==> src/rtl/uart_pkg.sv <==
// Shared UART definitions: receive FSM state encoding, word-length codes and
// the expected-parity helper used by the receive shift register.
package uart_pkg;

    typedef enum logic [2:0] {
        RSR_IDLE   = 3'd0,
        RSR_START  = 3'd1,
        RSR_DATA   = 3'd2,
        RSR_PARITY = 3'd3,
        RSR_STOP   = 3'd4
    } rsr_state_e;

    localparam logic [1:0] WLS_5 = 2'b00;
    localparam logic [1:0] WLS_6 = 2'b01;
    localparam logic [1:0] WLS_7 = 2'b10;
    localparam logic [1:0] WLS_8 = 2'b11;

    // Parity bit the transmitter should have sent for this character.
    // Stick parity forces the bit to ~eps regardless of the data.
    function automatic logic expected_parity(input logic [7:0] data,
                                             input logic [1:0] wls,
                                             input logic       eps,
                                             input logic       sp);
        logic [7:0] mask;
        mask = 8'hFF;
        case (wls)
            WLS_5:   mask = 8'h1F;
            WLS_6:   mask = 8'h3F;
            WLS_7:   mask = 8'h7F;
            default: mask = 8'hFF;
        endcase
        if (sp)
            return ~eps;
        else if (eps)
            return ^(data & mask);
        else
            return ~^(data & mask);
    endfunction

endpackage

==> src/rtl/uart_rx_sync.sv <==
// Metastability synchroniser for an asynchronous input plus a 1->0 edge
// detector. Reused for the modem-status inputs, so it carries no UART framing.
module uart_rx_sync #(
    parameter int SYNC_STAGES = 2
) (
    input  logic pclk,
    input  logic presetn,
    input  logic rxd,
    output logic rxd_s,
    output logic rxd_fall
);

    logic [SYNC_STAGES-1:0] sync_q;
    logic                   rxd_prev;

    // Shift the raw input through the synchroniser chain and keep the previous
    // synchronised value for edge detection; idle-high line resets to 1.
    // NOTE: every clocked assignment uses <= so all flops update from the
    // pre-edge values, giving a true shift chain instead of a single flop.
    always_ff @(posedge pclk) begin
        if (!presetn) begin
            sync_q   <= '1;
            rxd_prev <= 1'b1;
        end else begin
            sync_q   <= {sync_q[SYNC_STAGES-2:0], rxd};
            rxd_prev <= sync_q[SYNC_STAGES-1];
        end
    end

    assign rxd_s    = sync_q[SYNC_STAGES-1];
    assign rxd_fall = rxd_prev & ~rxd_s;

endmodule

==> src/rtl/uart_rsr.sv <==
// UART receive shift register: finds the start bit on the synchronised line,
// samples each bit at mid-period using the oversampled baud tick, and reports
// the character with parity, framing and break qualifiers on a one-cycle strobe.
module uart_rsr
    import uart_pkg::*;
#(
    parameter int OVERSAMPLE  = 16,
    parameter int SYNC_STAGES = 2
) (
    input  logic       pclk,
    input  logic       presetn,
    input  logic       rxd,
    input  logic       baud_tick,
    input  logic       rx_en,
    input  logic [1:0] wls,
    input  logic       pen,
    input  logic       eps,
    input  logic       sp,
    output logic [7:0] rsr_data,
    output logic       rx_done,
    output logic       frame_error,
    output logic       parity_error,
    output logic       break_det,
    output logic       rx_busy
);

    localparam int TW = $clog2(OVERSAMPLE);
    localparam logic [TW-1:0] MID_TICK  = TW'(OVERSAMPLE / 2 - 1);
    localparam logic [TW-1:0] LAST_TICK = TW'(OVERSAMPLE - 1);

    localparam logic [2:0] ST_IDLE   = RSR_IDLE;
    localparam logic [2:0] ST_START  = RSR_START;
    localparam logic [2:0] ST_DATA   = RSR_DATA;
    localparam logic [2:0] ST_PARITY = RSR_PARITY;
    localparam logic [2:0] ST_STOP   = RSR_STOP;

    logic          rxd_s;
    logic          rxd_fall;
    logic [2:0]    state;
    logic [TW-1:0] tick_cnt;
    logic [2:0]    bit_cnt;
    logic [7:0]    shift_q;
    logic          par_bit;
    logic [1:0]    cfg_wls;
    logic          cfg_pen;
    logic          cfg_eps;
    logic          cfg_sp;
    logic          sample_tick;
    logic          last_data_bit;

    uart_rx_sync #(
        .SYNC_STAGES(SYNC_STAGES)
    ) u_sync (
        .pclk    (pclk),
        .presetn (presetn),
        .rxd     (rxd),
        .rxd_s   (rxd_s),
        .rxd_fall(rxd_fall)
    );

    // The start bit is checked half a bit in; every later bit a full bit on,
    // which lands each sample near the middle of its bit period.
    assign sample_tick   = baud_tick &&
                           (tick_cnt == ((state == ST_START) ? MID_TICK : LAST_TICK));
    assign last_data_bit = (bit_cnt == ({1'b0, cfg_wls} + 3'd4));
    assign rx_busy       = (state != ST_IDLE);

    // Frame sequencer: tick/bit counting, bit capture and result publication.
    always_ff @(posedge pclk) begin
        if (!presetn) begin
            state        <= ST_IDLE;
            tick_cnt     <= '0;
            bit_cnt      <= '0;
            shift_q      <= '0;
            par_bit      <= 1'b0;
            cfg_wls      <= WLS_5;
            cfg_pen      <= 1'b0;
            cfg_eps      <= 1'b0;
            cfg_sp       <= 1'b0;
            rsr_data     <= '0;
            rx_done      <= 1'b0;
            frame_error  <= 1'b0;
            parity_error <= 1'b0;
            break_det    <= 1'b0;
        end else begin
            rx_done <= 1'b0;

            if (baud_tick && state != ST_IDLE)
                tick_cnt <= sample_tick ? '0 : tick_cnt + 1'b1;

            case (state)
                ST_IDLE: begin
                    // Config is frozen here so writes mid-frame cannot
                    // change how the current character is decoded.
                    if (rxd_fall && rx_en) begin
                        state    <= ST_START;
                        tick_cnt <= '0;
                        bit_cnt  <= '0;
                        shift_q  <= '0;
                        par_bit  <= 1'b0;
                        cfg_wls  <= wls;
                        cfg_pen  <= pen;
                        cfg_eps  <= eps;
                        cfg_sp   <= sp;
                    end
                end
                ST_START: begin
                    // A line back high at mid start bit is a glitch.
                    if (sample_tick)
                        state <= rxd_s ? ST_IDLE : ST_DATA;
                end
                ST_DATA: begin
                    if (sample_tick) begin
                        shift_q[bit_cnt] <= rxd_s;
                        if (last_data_bit) begin
                            bit_cnt <= '0;
                            state   <= cfg_pen ? ST_PARITY : ST_STOP;
                        end else begin
                            bit_cnt <= bit_cnt + 3'd1;
                        end
                    end
                end
                ST_PARITY: begin
                    if (sample_tick) begin
                        par_bit <= rxd_s;
                        state   <= ST_STOP;
                    end
                end
                ST_STOP: begin
                    if (sample_tick) begin
                        rx_done      <= 1'b1;
                        rsr_data     <= shift_q;
                        frame_error  <= ~rxd_s;
                        parity_error <= cfg_pen &
                                        (par_bit != expected_parity(shift_q, cfg_wls,
                                                                    cfg_eps, cfg_sp));
                        break_det    <= (shift_q == 8'h00) & (~cfg_pen | ~par_bit) & ~rxd_s;
                        state        <= ST_IDLE;
                    end
                end
                default: state <= ST_IDLE;
            endcase
        end
    end

endmodule

==> config.mk <==
export PLATFORM = sky130hd
export DESIGN_NAME = uart_rsr
export DESIGN_NICKNAME = d
export VERILOG_FILES = /design/src/rtl/uart_pkg.sv /design/src/rtl/uart_rx_sync.sv /design/src/rtl/uart_rsr.sv
export SDC_FILE = /design/constraint.sdc
export NUM_CORES = 1
export LEC_CHECK = 0
export ABC_AREA = 1
export CORE_ASPECT_RATIO = 0.5
export CORE_MARGIN = 3
export CORE_UTILIZATION = 45
export CTS_BUF_LIST = sky130_fd_sc_hd__clkbuf_4
export DETAILED_ROUTE_END_ITERATION = 16
export MAX_ROUTING_LAYER = met4
export PLACE_DENSITY = 0.73
export SYNTH_ARGS = -nofsm -noshare
export SYNTH_HDL_FRONTEND = slang
export SYNTH_HIERARCHICAL = 1
export SYNTH_SLANG_ARGS = --single-unit
==> constraint.sdc <==
create_clock -name pclk -period 1.7 [get_ports pclk]
set_input_delay 0.17 -clock pclk [delete_from_list [all_inputs] [get_ports pclk]]
set_output_delay 0.17 -clock pclk [all_outputs]
set_load 0.005 [all_outputs]
# Word-level counts from Yosys, hierarchy flattened
# Cells that the tools add are included.
[classes] n_addsub=3 mul=0 n_div=0 order_cmp=2 n_eq_ne=15 shifts=0 muxes=37 bitwise=10 reduce_logical=18
[op_table] op="two-way mux 8 bit" count=5
[op_table] op="two-way mux 3 bit" count=10
[op_table] op="case mux 8 bit (3 select lines)" count=1
[op_table] op="two-way mux 4 bit" count=5
[op_table] op="case mux 8 bit (2 select lines)" count=1
[op_table] op="case mux 3 bit (5 select lines)" count=1
[op_table] op="inequality test 2 bit (second input constant)" count=6
[op_table] op="two-way mux 1 bit" count=9
[op_table] op="bitwise AND 8 bit" count=1
[op_table] op="bitwise mux 8 bit" count=1
[op_table] op="logical NOT 8 bit" count=1
[op_table] op="XNOR reduction 8 bit" count=1
[op_table] op="parity 8 bit" count=1
[op_table] op="equality test 3 x 2 -> 1 bit (second input constant)" count=2
[op_table] op="case mux 3 bit (2 select lines)" count=1
[op_table] op="AND reduction 2 bit" count=3
[op_table] op="AND reduction 3 bit" count=2
[op_table] op="AND reduction 6 bit" count=1
[op_table] op="adder 4 x 1 -> 4 bit (second input constant)" count=1
[op_table] op="bitwise AND 1 bit" count=4
[op_table] op="equality test 4 bit" count=1
[op_table] op="logical AND 1 bit" count=4
[op_table] op="less-than comparator 3 x 4 -> 1 bit (second input constant)" count=1
[op_table] op="NOT 1 bit" count=4
[op_table] op="other kinds (17)" count=18
[totals] register_bits=39 latch_bits=0 mem_bits_rw=0 romBits=0 input_bits=10 elab_cells=101 mem_count=0

# Logic depth before layout (Yosys ltp)
[depth] depth_word=16 depth_mapped=11 mapped_depth_nobuf=11

# Cells and area by module
# Netlist, hierarchy kept.
[by_module_without_submodules] module="uart_rsr" instances=1 cells_per_inst=247 area_each_um2=1783.0
[by_module_without_submodules] module="uart_rx_sync" instances=1 cells_per_inst=11 area_each_um2=90.1

# Worst setup path before layout
# OpenSTA, ideal clock, no wires.
[synth_path] path_kind="register to register" start="register tick_cnt[0]" end="register break_det" t_arrival_ns=1.387 required_time_ns=1.634 path_slack_ns=0.247 path_stages_with_launch=11 n_path_buf=1 period_less_slack_ns=1.453 cell_sequence="dfxtp_1 > ha_1 > nand2_1 > nor2_1 > nand2_4 > inv_2 > nand2_4 > inv_4 > buf_6 > nand3_2 > a21oi_2"
[synth_via] elab_chain_len=3
[synth_lines] item="start, declared" line="uart_rsr.sv:40" rtl="logic [TW-1:0] tick_cnt;"
[synth_lines] item="start signal, assigned" line="uart_rsr.sv:89" rtl="tick_cnt <= sample_tick ? '0 : tick_cnt + 1'b1;"
[synth_lines] item="equality test 4 bit" line="uart_rsr.sv:64" rtl="(tick_cnt == ((state == ST_START) ? MID_TICK : LAST_TICK));"
[synth_lines] item="logical AND 1 bit" line="uart_rsr.sv:63" rtl="assign sample_tick = baud_tick &&"
[synth_lines] item="AND reduction 2 bit (no source line)"
[synth_lines] item="end signal, assigned" line="uart_rsr.sv:137" rtl="break_det <= (shift_q == 8'h00) & (~cfg_pen | ~par_bit) & ~rxd_s;"
[synth_lines] item="end, declared" line="uart_rsr.sv:23" rtl="output logic break_det,"
# No other way between the ends.
# A chain may end at the register's enable or synchronous reset.

# Worst setup path after layout
[layout_path] start="register state[2]" end="register state[0]"
[layout_via] elab_chain_len=6 elab_cells_between_ends=16 classes_between="eq/ne: 11; mux: 2; reduce/logical: 3"
[layout_lines] item="start, declared" line="uart_rsr.sv:39" rtl="logic [2:0] state;"
[layout_lines] item="start signal, assigned" line="uart_rsr.sv:110" rtl="state <= rxd_s ? ST_IDLE : ST_DATA;"
[layout_lines] item="start signal, assigned" line="uart_rsr.sv:117" rtl="state <= cfg_pen ? ST_PARITY : ST_STOP;"
[layout_lines] item="equality test 3 x 1 -> 1 bit" line="uart_rsr.sv:64, uart_rsr.sv:91"
[layout_lines] item="two-way mux 4 bit" line="uart_rsr.sv:64"
[layout_lines] item="equality test 4 bit" line="uart_rsr.sv:64"
[layout_lines] item="logical AND 1 bit" line="uart_rsr.sv:63"
[layout_lines] item="inequality test 2 bit (no source line)"
[layout_lines] item="AND reduction 6 bit (no source line)"
# Several ways; a longest one is shown, not always the timed one.

==> impl_metrics.json <==
{
  "crit_type": "reg2reg",
  "ant_nets": 0,
  "clkSlewWorstSetupHoldPaths_ns": 0.12,
  "syn_to_final_growth_pct": 20.17,
  "ys_warn_count": 6,
  "wl_per_cell_um": 11.50,
  "p_per_area_nw_per_um2": 971.5,
  "crit_family": "simple AND/OR/NAND/NOR gates",
  "antenna_found_initial": 0,
  "insertion_delay_ns": 0.34,
  "synthTopCellsByCount": "48 x nand2_1, 39 x dfxtp_1, 32 x inv_1",
  "hold_start": "rxd",
  "grt_max_degree": 23,
  "worstPathArrival_ns": 1.83,
  "finalHoldViolCount": 0,
  "coreArea_um2": 3697,
  "yosys.area.top_type_share_pct": 41.68,
  "vdd_ir_drop_max_v": 0.0004117,
  "ios": 23,
  "yosysUniqueCellTypes": 35,
  "worst_setup_path_end_kind": "flip-flop",
  "h-tree-depth": 2,
  "gp_congestion": 0.8200,
  "cap_violations": 0,
  "r2r-start": "state[2]",
  "max_stage_delay_ns": 0.43,
  "route.detailed.drc": 0,
  "fp.dieH_um": 51.62,
  "start_util_pct": 50.66,
  "crit_path_max_fanout": 5,
  "overflow": 0,
  "synthTopCellsByArea": "dfxtp_1 42%, nand2_1 9.6%, a21oi_1 7.7%",
  "cts_sinks": 39,
  "rows": 15,
  "clockBufferDepth": 2,
  "total_leakage_power_nw": 0.9860,
  "r2r_cells": 9,
  "cp_slowest_cell": "dfxtp_1",
  "fin_setup_tns_ns": 0,
  "yosysSeqAreaShare_pct": 41.68,
  "yosysMostFrequentCell": "nand2_1",
  "synth.avg_cell_area_um2": 7.260,
  "cts_root_buf": "clkbuf_4",
  "crit_required_ns": 1.94,
  "worstPathCellList": "inv_2 -> nand2_1 -> nor2_1 -> inv_1 -> a31oi_2 -> nand3b_1 -> buf_4 -> nor2_1 -> nor2_1",
  "grt_pass1_vias": 1443,
  "period_minus_slack_ns": 1.598,
  "gr-usage-all-layers_pct": 16.73,
  "synth-main-ff-cell": "dfxtp_1",
  "portBuffers": 22,
  "synthCells": 258,
  "grt_pass1_wl_mm": 6.472,
  "diodes": 0,
  "dr.pass1.iters": 4,
  "slew_headroom_pct": 68.64,
  "synth_seq_cells": 39,
  "critPathBufInv": 3,
  "synth_area_leader_cell": "dfxtp_1",
  "slew_violations": 0,
  "worstReg2RegEnd": "state[0]",
  "fp.dieW_um": 97.24,
  "dr.first_iter.drc_count": 89,
  "hold_end": "u_sync/sync_q[0]",
  "via_per_inst": 4.974,
  "cts_tree": "yes",
  "nets": 303,
  "hpwlAfterDp_mm": 2.962,
  "die_area_um2": 5020,
  "hp-class": "in2reg",
  "async_flop_share_pct": 0,
  "finClkSkew_ns": 0.01667,
  "netlist_area_um2": 1873,
  "fin_crit_sh_pct": 93.98,
  "utilization_pct": 60.88,
  "power_w": 0.002187,
  "syn-num-nets": 272,
  "r2r_slack_ns": 0.10,
  "vias": 1696,
  "hold-path-cell-count": 3,
  "max_freq_mhz": 625.9,
  "fin_area_um2": 2251,
  "layout-drive-gt1-share_pct": 12.76,
  "status": "finished clean",
  "synth_edf_count": 0,
  "dpl_cell_area_um2": 2163,
  "setup_viol": 0,
  "worst_pin_slew_ns": 0.4585,
  "numCtsBuffers": 5,
  "wl_mm": 3.922,
  "crit_top_cell": "nor2_1",
  "startpoint_type": "flip-flop"
}
[worst reg2reg max path, cell delays in order, from the launching register on]
cell      delay (ns)
dfxtp_1         0.43
inv_2           0.09
nand2_1         0.08
nor2_1          0.04
inv_1           0.21
a31oi_2         0.09
nand3b_1        0.24
buf_4           0.18
nor2_1          0.09
nor2_1          0.05
[cell type report]
| type | count | area [um2] |
|---|---|---|
| Sequential cell | 39 | 785.8 |
| Timing Repair Buffer | 30 | 279.0 |
| Fill cell | 327 | 1446 |
| Clock inverter | 2 | 7.507 |
| Tap cell | 51 | 63.81 |
| Inverter | 39 | 150.1 |
| Multi-Input combinational cell | 174 | 919.6 |
| Clock buffer | 6 | 45.04 |
[worst max-delay path by stage]
stage	start	to	slack [ns]	cells after the start
final	state[2]	state[0]	0.10	9
after CTS	tick_cnt[0]	state[1]	0.07	8
after global routing	state[2]	state[2]	-0.002	8
after global placement	baud_tick	state[1]	0.08	8
after floorplan	tick_cnt[0]	break_det	0.25	10
after detailed placement	baud_tick	state[1]	0.02	8
[cell families (layout without fill, tap and decap cells)]
group	count (synthesis)	after routing	synth area share, %
simple gates	109	109	27.19
fa+ha+maj	4	4	2.672
xor+xnor	5	5	2.739
buf+inv	45	77	10.09
compound gates	56	56	15.63
flops	39	39	41.68
[stage by stage]
step,std cells,hold slack [ns],worst slack (ns)
final,341,0.3397,0.1023
after global routing,341,0.3381,-0.002400
after CTS,340,0.3320,0.07297
after detailed placement,331,0.3891,0.02294
after global placement,331,0.3808,0.08367
after floorplan,258,0.2387,0.2470
[timing repair]
| action | 4_1_cts | 5_1_grt |
|---|---|---|
| endpoints found under the hold margin | 0 | 0 |
| setup endpoints to repair | 1 | 13 |
| pin swaps | 0 | 1 |
| setup buffers | 1 | 1 |
| hold buffers | 0 | 0 |
| gates resized for setup | 6 | 4 |
[power breakdown]
group	internal (W)	leakage, nW	switching [W]
Sequential	0.000985	0.317	0.0000622
Clock	0.000170	0.0307	0.000292
Combinational	0.000273	0.638	0.000405
[layout by cell type, fill, tap and decap left out, drive strengths merged]
master,count
a2111oi,1
a211oi,1
a21oi,30
a31oi,1
buf,8
clkbuf,6
clkdlybuf4s50,21
clkinv,4
dfxtp,39
dlygate4sd2,1
ha,4
inv,37
nand2,50
nand3,18
nand3b,1
nand4,4
nor2,33
nor3,2
o21ai,22
o22ai,1
or2,1
xnor2,2
xor2,3
[flip-flops by register name, summed over array words and instances (netlist names), 2 cells and up]
signal         cells
rsr_data           8
tick_cnt           4
shift_q            8
cfg_wls            2
state              3
u_sync/sync_q      2
bit_cnt            3
[metal layers]
| layer | share of wire [%] | wire length, um | up-vias | global-route usage, % |
|---|---|---|---|---|
| met4 | 1.1 | 42 | 0 | 4.828 |
| met5 | 0 | 0 | - | - |
| met2 | 44 | 1740 | 39 | 26.14 |
| met3 | 5.9 | 233 | 5 | 4.418 |
| met1 | 49 | 1906 | 759 | 21.72 |
| li1 | - | - | 893 | - |
(Power assumes the default switching activity.)
